--- config.mk ---
export PLATFORM = sky130hd
export DESIGN_NAME = video_stream_tx
export DESIGN_NICKNAME = d
export VERILOG_FILES = /design/src/rtl/video_stream_tx.sv
export SDC_FILE = /design/constraint.sdc
export NUM_CORES = 1
export LEC_CHECK = 0
export CORE_MARGIN = 8
export CORE_UTILIZATION = 56
export CTS_BUF_LIST = sky130_fd_sc_hd__clkbuf_8
export DETAILED_ROUTE_END_ITERATION = 10
export PLACE_DENSITY = 0.95
export SYNTH_ARGS = -nofsm -noshare
export SYNTH_HDL_FRONTEND = slang
export SYNTH_SLANG_ARGS = --single-unit
--- constraint.sdc ---
create_clock -name clk -period 4.7 [get_ports clk]
set_clock_uncertainty 0.15 [all_clocks]
set_input_delay 0.94 -clock clk [delete_from_list [all_inputs] [get_ports clk]]
set_output_delay 0.94 -clock clk [all_outputs]
set_load 0.03 [all_outputs]
--- src/rtl/video_stream_tx.sv ---
// -----------------------------------------------------------------------------
// video_stream_tx
//
// Raster video transmitter. A horizontal / vertical counter pair walks a frame
// of (H_ACTIVE + H_BLANK) x (V_ACTIVE + V_BLANK) clocks. The first V_BLANK
// lines are vertical blanking, the first VSYNC_LEN of those carry vsync.
// Within each non-blanking line the first H_ACTIVE clocks are pixel slots.
// Each slot pulls one pixel from the upstream valid/ready port. All stream
// outputs are registered one clock after the counter position they describe.
//
// Frames run back to back while tx_en is high. When tx_en drops, the frame
// in flight is completed before the block returns to idle.
//
// Build option:
//   VIDEO_STREAM_TX_COLORBAR_EN - pixels come from an internal 8-bar test
//                                 pattern. The upstream port is ignored,
//                                 pix_ready stays low and underflow never sets.
//
// Parameters:
//   H_ACTIVE   active pixels per line
//   H_BLANK    blanking clocks per line
//   V_ACTIVE   active lines per frame
//   V_BLANK    blank lines at frame start
//   VSYNC_LEN  vsync lines, 1..V_BLANK
//
// Ports:
//   clk               single clock, rising edge
//   rst_n             asynchronous active-low reset
//   tx_en             run frames while high
//   pix_valid         upstream pixel available
//   pix_data[23:0]    upstream pixel {R,G,B}
//   pix_ready         pixel slot open this cycle (combinational)
//   post_frame_vsync  frame sync, active high
//   post_frame_href   active line-and-pixel window
//   post_frame_clken  pixel strobe
//   post_img[23:0]    pixel aligned to clken, zero elsewhere
//   frame_done        one-cycle pulse on the last clock of a frame
//   underflow         sticky: a pixel slot found pix_valid low; clears at
//                     the first clock of the next frame
// -----------------------------------------------------------------------------
module video_stream_tx #(
    parameter int H_ACTIVE  = 640,
    parameter int H_BLANK   = 160,
    parameter int V_ACTIVE  = 480,
    parameter int V_BLANK   = 45,
    parameter int VSYNC_LEN = 2
) (
    input  logic        clk,
    input  logic        rst_n,
    input  logic        tx_en,
    input  logic        pix_valid,
    input  logic [23:0] pix_data,
    output logic        pix_ready,
    output logic        post_frame_vsync,
    output logic        post_frame_href,
    output logic        post_frame_clken,
    output logic [23:0] post_img,
    output logic        frame_done,
    output logic        underflow
);

    localparam int H_TOTAL = H_ACTIVE + H_BLANK;
    localparam int V_TOTAL = V_ACTIVE + V_BLANK;

    // One spare bit of headroom so H_ACTIVE / V_BLANK constants always fit,
    // even when a blanking parameter is zero.
    localparam int HW = $clog2(H_TOTAL + 1);
    localparam int VW = $clog2(V_TOTAL + 1);

    localparam logic [HW-1:0] H_LAST = HW'(H_TOTAL - 1);
    localparam logic [HW-1:0] H_ACT  = HW'(H_ACTIVE);
    localparam logic [VW-1:0] V_LAST = VW'(V_TOTAL - 1);
    localparam logic [VW-1:0] V_BLK  = VW'(V_BLANK);
    localparam logic [VW-1:0] V_SYNC = VW'(VSYNC_LEN);

    typedef enum logic [1:0] {
        ST_IDLE  = 2'd0,
        ST_RUN   = 2'd1,
        ST_DRAIN = 2'd2
    } state_t;

    state_t        r_state;
    logic [HW-1:0] r_h_cnt;
    logic [VW-1:0] r_v_cnt;

    logic          r_vsync;
    logic          r_href;
    logic          r_clken;
    logic [23:0]   r_img;
    logic          r_frame_done;
    logic          r_underflow;

    logic          w_running;
    logic          w_h_last;
    logic          w_v_last;
    logic          w_frame_last;
    logic          w_origin;
    logic          w_active;
    logic [23:0]   w_pix;
    logic          w_pix_missing;

    // ------------------------------------------------------------------
    // Counter position decode
    // ------------------------------------------------------------------
    assign w_running    = (r_state != ST_IDLE);
    assign w_h_last     = (r_h_cnt == H_LAST);
    assign w_v_last     = (r_v_cnt == V_LAST);
    assign w_frame_last = w_h_last && w_v_last;
    assign w_origin     = w_running && (r_h_cnt == '0) && (r_v_cnt == '0);
    assign w_active     = w_running && (r_v_cnt >= V_BLK) && (r_h_cnt < H_ACT);

    // ------------------------------------------------------------------
    // Pixel source
    // ------------------------------------------------------------------
`ifdef VIDEO_STREAM_TX_COLORBAR_EN
    localparam int unsigned BAR_W = (H_ACTIVE >= 8) ? H_ACTIVE / 8 : 1;

    int unsigned w_bar_idx;
    logic        w_unused_pix;

    // Pixels beyond the eighth full bar (H_ACTIVE not a multiple of 8) fall
    // into the default arm and stay black, matching the last bar.
    assign w_bar_idx = 32'(r_h_cnt) / BAR_W;

    // NOTE: every signal assigned in always_comb gets a default first so
    // that no path leaves it unassigned, which would infer a latch.
    always_comb begin
        w_pix = 24'h000000;
        case (w_bar_idx)
            0:       w_pix = 24'hFFFFFF;
            1:       w_pix = 24'hFFFF00;
            2:       w_pix = 24'h00FFFF;
            3:       w_pix = 24'h00FF00;
            4:       w_pix = 24'hFF00FF;
            5:       w_pix = 24'hFF0000;
            6:       w_pix = 24'h0000FF;
            default: w_pix = 24'h000000;
        endcase
    end

    // The upstream port is not consumed in pattern mode.
    assign w_unused_pix  = ^{pix_valid, pix_data};
    assign w_pix_missing = 1'b0;
    assign pix_ready     = 1'b0;
`else
    assign w_pix         = pix_valid ? pix_data : 24'h000000;
    assign w_pix_missing = !pix_valid;
    assign pix_ready     = w_active;
`endif

    // ------------------------------------------------------------------
    // Frame FSM, raster counters and registered stream outputs
    // ------------------------------------------------------------------
    // NOTE: all state in this block uses non-blocking assignments so every
    // register samples the pre-edge values of the others, whatever the
    // statement order.
    always_ff @(posedge clk or negedge rst_n) begin
        if (!rst_n) begin
            r_state      <= ST_IDLE;
            r_h_cnt      <= '0;
            r_v_cnt      <= '0;
            r_vsync      <= 1'b0;
            r_href       <= 1'b0;
            r_clken      <= 1'b0;
            r_img        <= 24'h000000;
            r_frame_done <= 1'b0;
            r_underflow  <= 1'b0;
        end else begin
            // Outputs describe the position the counters hold this cycle.
            r_vsync      <= w_running && (r_v_cnt < V_SYNC);
            r_href       <= w_active;
            r_clken      <= w_active;
            r_img        <= w_active ? w_pix : 24'h000000;
            r_frame_done <= w_running && w_frame_last;

            // (0,0) is always inside vertical blanking, so set and clear
            // can never collide on the same position.
            if (w_active && w_pix_missing) begin
                r_underflow <= 1'b1;
            end else if (w_origin) begin
                r_underflow <= 1'b0;
            end

            case (r_state)
                ST_IDLE: begin
                    r_h_cnt <= '0;
                    r_v_cnt <= '0;
                    if (tx_en) begin
                        r_state <= ST_RUN;
                    end
                end

                ST_RUN, ST_DRAIN: begin
                    if (w_h_last) begin
                        r_h_cnt <= '0;
                        r_v_cnt <= w_v_last ? '0 : r_v_cnt + 1'b1;
                    end else begin
                        r_h_cnt <= r_h_cnt + 1'b1;
                    end

                    if (w_frame_last) begin
                        // Back-to-back frames only while RUN still sees tx_en.
                        if ((r_state == ST_DRAIN) || !tx_en) begin
                            r_state <= ST_IDLE;
                        end
                    end else if (!tx_en) begin
                        // Once draining, a returning tx_en is ignored until
                        // the frame has finished.
                        r_state <= ST_DRAIN;
                    end
                end

                default: begin
                    r_state <= ST_IDLE;
                end
            endcase
        end
    end

    assign post_frame_vsync = r_vsync;
    assign post_frame_href  = r_href;
    assign post_frame_clken = r_clken;
    assign post_img         = r_img;
    assign frame_done       = r_frame_done;
    assign underflow        = r_underflow;

endmodule

Yosys cells after proc, flatten, opt, wreduce, memory -nomap -nowiden
Index checks and enable logic that the tools add are counted.

Register bits after elaboration: 50. Input bits: 28. Word-level logic and storage cells: 55.

Add/subtract/negate cells: 2. Order comparisons: 3. Equal/unequal tests: 8. Mux-type cells: 14. Reductions and logical operators: 20.

Operator list (count): $mux 24 (2); $pmux 10 s2 (2); $mux 10 (3); $add 10x1->10 const B (2); $eq 10x10->1 const B (2); $logic_not 10->1 (2); $ge 10x6->1 const B (1); $lt 10x10->1 const B (1); $lt 10x2->1 const B (1); $logic_and 1x1->1 (8); $mux 2 (4); $ne 3x3->1 const B (2); $reduce_bool 2->1 (3); $ne 2x2->1 const B (2); $pmux 2 s2 (1); $reduce_and 3->1 (1); $eq 2x1->1 const B (1); $eq 2x2->1 const B (1); $logic_not 1->1 (2); $logic_not 2->1 (1); $mux 1 (2); $reduce_and 2->1 (1); $reduce_or 2->1 (1); $logic_or 1x1->1 (1).

Logic depth before layout (Yosys ltp)
Depth in word-level cells: 5. Depth in mapped cells: 7.

Worst setup path after synthesis
Ideal clock, no wire load.

Path kind: reg2out. Start: register r_v_cnt[0]. End: output port pix_ready. Arrival time: 1587 ps. Data required time: 3610 ps. Path slack: 2023 ps. Stages on the path, launching flop included: 8. Path through: dfrtp_1 -> inv_1 -> ha_1 -> nand2b_1 -> a21o_1 -> a21oi_2 -> buf_4 -> nor2_1.

Longest elaborated chain between the ends: 3.

RTL lines: start: declaration (RTL line 84) `logic [VW-1:0] r_v_cnt;`; start signal: assignment (RTL line 196) `r_v_cnt <= w_v_last ? '0 : r_v_cnt + 1'b1;`; $ge 10x6->1 (RTL line 110) `assign w_active = w_running && (r_v_cnt >= V_BLK) && (r_h_cnt < H_ACT);`; $logic_and 1x1->1 (2 in a row) (RTL line 110); end: declaration (RTL line 53) `output logic pix_ready,`.

Every way passes these cells.

Worst setup path in the final report
Start: register r_v_cnt[1]. End: output port pix_ready.

Same word-level chain as after synthesis.

==> flow_summary.toml <==
[routing]
viasPerCell = 6.16
num_vias = 2126
final_antenna_net_count = 0
drt-initial-drc-count = 264
wirelength_um = 6140
first_pass_iters = 5
drc = 0
drt-wirelength-per-cell_um = 17.8

[hold_path]
min-delay-start = "r_h_cnt[1]$_DFFE_PN0P_"
holdPathStages = 2
hp-class = "register to register"
hold_end = "r_h_cnt[1]$_DFFE_PN0P_"

[worst_setup_path]
cp-start-kind = "register"
reg2regPathDepth = 6
reg2reg_from = "r_state[1]$_DFFE_PN0P_"
cp.arrival_ns = 2.49
r2r_slack_ns = 2.32
cp_max_fo = 26
critPathRequiredTime_ns = 3.61
critPathKind = "register to output port"
r2r-end = "r_v_cnt[9]$_DFFE_PN0P_"
endpoint_kind = "output port"

[die]
die_h_um = 83.5
floorplan.initialDensity = 0.582
coreArea_sq_mm = 0.00438
io_pins = 58
rows = 24
fp.dieW_um = 83.5
die-area_sq_mm = 0.00697

[power_and_ir_drop]
ir_drop_mv = 0.218
p_leak_uw = 0.00137
powerDensity_mw_per_mm2 = 346

[global_routing]
busiest_layer = "met2"
gr-usage-met3 = 0.0684
use_met1 = 0.201
grt_max_degree = 51
grt_pass1_wl_um = 10200
grt_pass1_vias = 2139
antenna_found_initial = 0
grtUsageMet2 = 0.281
grt.total_usage = 0.174
grt_overflow_total = 0

[synthesis]
synth-seq-area-share = 0.490
yosysTopAreaCell = "dfrtp_1"
syn_nets = 277
yosys_warnings = 0
syn_area_sq_mm = 0.00255
ys_ff_latch = 50
synth_top_area_frac = 0.490
syn_inst = 240
avgSynthCellArea_sq_um = 10.6
yosysUniqueCellTypes = 50
synth-edff-count = 0
ys.flop_type = "dfrtp_1"
synthTopCellsByArea = "dfrtp_1 49%, nor4bb_1 9.4%, ha_1 4.4%, nand2_1 3.5%, o21ai_0 2.4%"
async_flop_share = 1.00

[layout]
area_growth_pct = 26.0
antenna_cells = 0
final_cell_area_sq_mm = 0.00322
nets = 329
drive_gt1_frac = 0.0648
fillers = 279

[sta]
finalCritPeriodShare = 0.762
setup_violations = 0
max_freq_mhz = 279
period_minus_slack_ns = 3.58
slew_viol_final = 0
setup_tns_ns = 0
hold_viol_final = 0
slew_headroom = 0.285
rsz0062_at_grt = "false"
tightestPinTransition_ns = 1.07

[status]
status = "finished clean"

[clock_tree]
cts_inserted_buffers = 5
cts_tree = "done"
post_cts_buffers = 0
hold_buffers = 0
clk_latency_ns = 0.31
cts_htree_levels = 2
ctsResizeCount = 0
clkTransAtPathRegs_ns = 0.10
clock-root-buffer = "clkbuf_8"
cts.sinks = 50
clk_path_buf_depth = 2

[placement]
port_buffers = 57
placed_cell_area_sq_mm = 0.00311
place_congestion = 0.863
place_hpwl_um = 4370

[flow_run]
maxCapViolCount = 0
## cells in the final DEF (no fill, tap or decap), types with 2 or more instances in the layout
cell type | netlist | routed
nand2_1 | 24 | 24
nand3_1 | 11 | 11
clkdlybuf4s50_1 | 0 | 56
a31oi_1 | 6 | 6
nand4_1 | 7 | 7
ha_1 | 9 | 9
nor2_1 | 11 | 11
a21o_1 | 4 | 4
o2111ai_1 | 2 | 2
dfrtp_1 | 50 | 50
inv_1 | 9 | 10
nand2b_1 | 3 | 3
xnor2_1 | 2 | 2
o31ai_1 | 2 | 2
mux2i_1 | 2 | 2
a21oi_1 | 4 | 4
o211ai_1 | 3 | 3
nand3b_1 | 2 | 2
clkbuf_8 | 0 | 5
buf_4 | 4 | 2
and2_1 | 2 | 2
nor3_1 | 8 | 8
nor4bb_1 | 24 | 24
a22o_1 | 3 | 3
and3_1 | 3 | 3
o21ai_0 | 12 | 12
## power breakdown
part           total (uW)  leakage [uW]  switching (uW)  internal [uW]
combinational         342      0.000623             220            122
clock                 303     0.0000556             146            157
sequential            469      0.000692            19.7            450
total                1110       0.00137             386            728
## stage by stage
step,std cells,power (uW),hold WS (ns),worst slack (ns),util
after floorplan,240,698,0.346,2.02,-
after global placement,337,798,0.362,1.49,0.709
after detailed placement,337,811,0.375,1.47,0.709
after CTS,345,1110,0.409,1.12,0.734
after global routing,345,1170,0.433,0.948,0.734
final,345,1110,0.422,1.12,0.734
## Yosys cell counts, types with 2 or more instances
cell type	n
nor3_1	8
o31ai_1	2
buf_4	4
ha_1	9
nand4_1	7
nand2b_1	3
nand3_1	11
o211ai_1	3
xnor2_1	2
a31oi_1	6
o2111ai_1	2
buf_6	3
nor4bb_1	24
clkbuf_1	6
nand2_1	24
nor2_1	11
nand3b_1	2
and3_1	3
mux2i_1	2
and2_1	2
o21ai_0	12
a21oi_1	4
a22o_1	3
a21o_1	4
dfrtp_1	50
inv_1	9
## layer usage
| layer | up-vias | part of all wire |
|---|---|---|
| met1 | 1014 | 0.41 |
| met3 | 20 | 0.089 |
| li1 | 991 | - |
| met4 | 0 | 0.026 |
| met2 | 101 | 0.48 |
| met5 | - | 0 |
## cell families (layout without fill, tap and decap cells)
logic type,after synthesis,in the layout,share of synthesized area
mux,3,3,0.0123
simple gates,109,109,0.281
buf+inv,23,76,0.0490
xor+xnor,3,3,0.0103
compound gates,43,43,0.113
flops,50,50,0.490
fa+ha+maj,9,9,0.0441
## cell type report
cell class	count	area [sq um]	share of cell area
Timing Repair Buffer	59	581	0.180
Multi-Input combinational cell	167	1180	0.366
Inverter	9	33.8	0.0105
Clock inverter	3	41.3	0.0128
Sequential cell	50	1250	0.389
Tap cell	52	65.1	0.0202
Clock buffer	5	68.8	0.0214
## worst max path at each step
stage | from | endpoint | slack (ns)
floorplan | r_v_cnt[0]$_DFFE_PN0P_ | pix_ready | 2.02
global placement | r_v_cnt[1]$_DFFE_PN0P_ | pix_ready | 1.49
detailed placement | r_v_cnt[1]$_DFFE_PN0P_ | pix_ready | 1.47
CTS | r_v_cnt[1]$_DFFE_PN0P_ | pix_ready | 1.12
global route | r_v_cnt[1]$_DFFE_PN0P_ | pix_ready | 0.95
finish | r_v_cnt[1]$_DFFE_PN0P_ | pix_ready | 1.12
## critical path: stages, from the launching register on
cell	delay, ns
dfrtp_1	0.45
inv_1	0.12
ha_1	0.18
nand2b_1	0.13
a21o_1	0.19
a21oi_2	0.14
buf_4	0.27
nor2_1	0.10
clkdlybuf4s50_1	0.60
## state kept, by name, indices dropped and copies added (netlist names)
signal / count
post_img: 24
post_frame_vsync: 1
underflow: 1
post_frame_clken: 1
r_state: 2
r_h_cnt: 10
r_v_cnt: 10
frame_done: 1
Power figures use the tool's default switching activity.
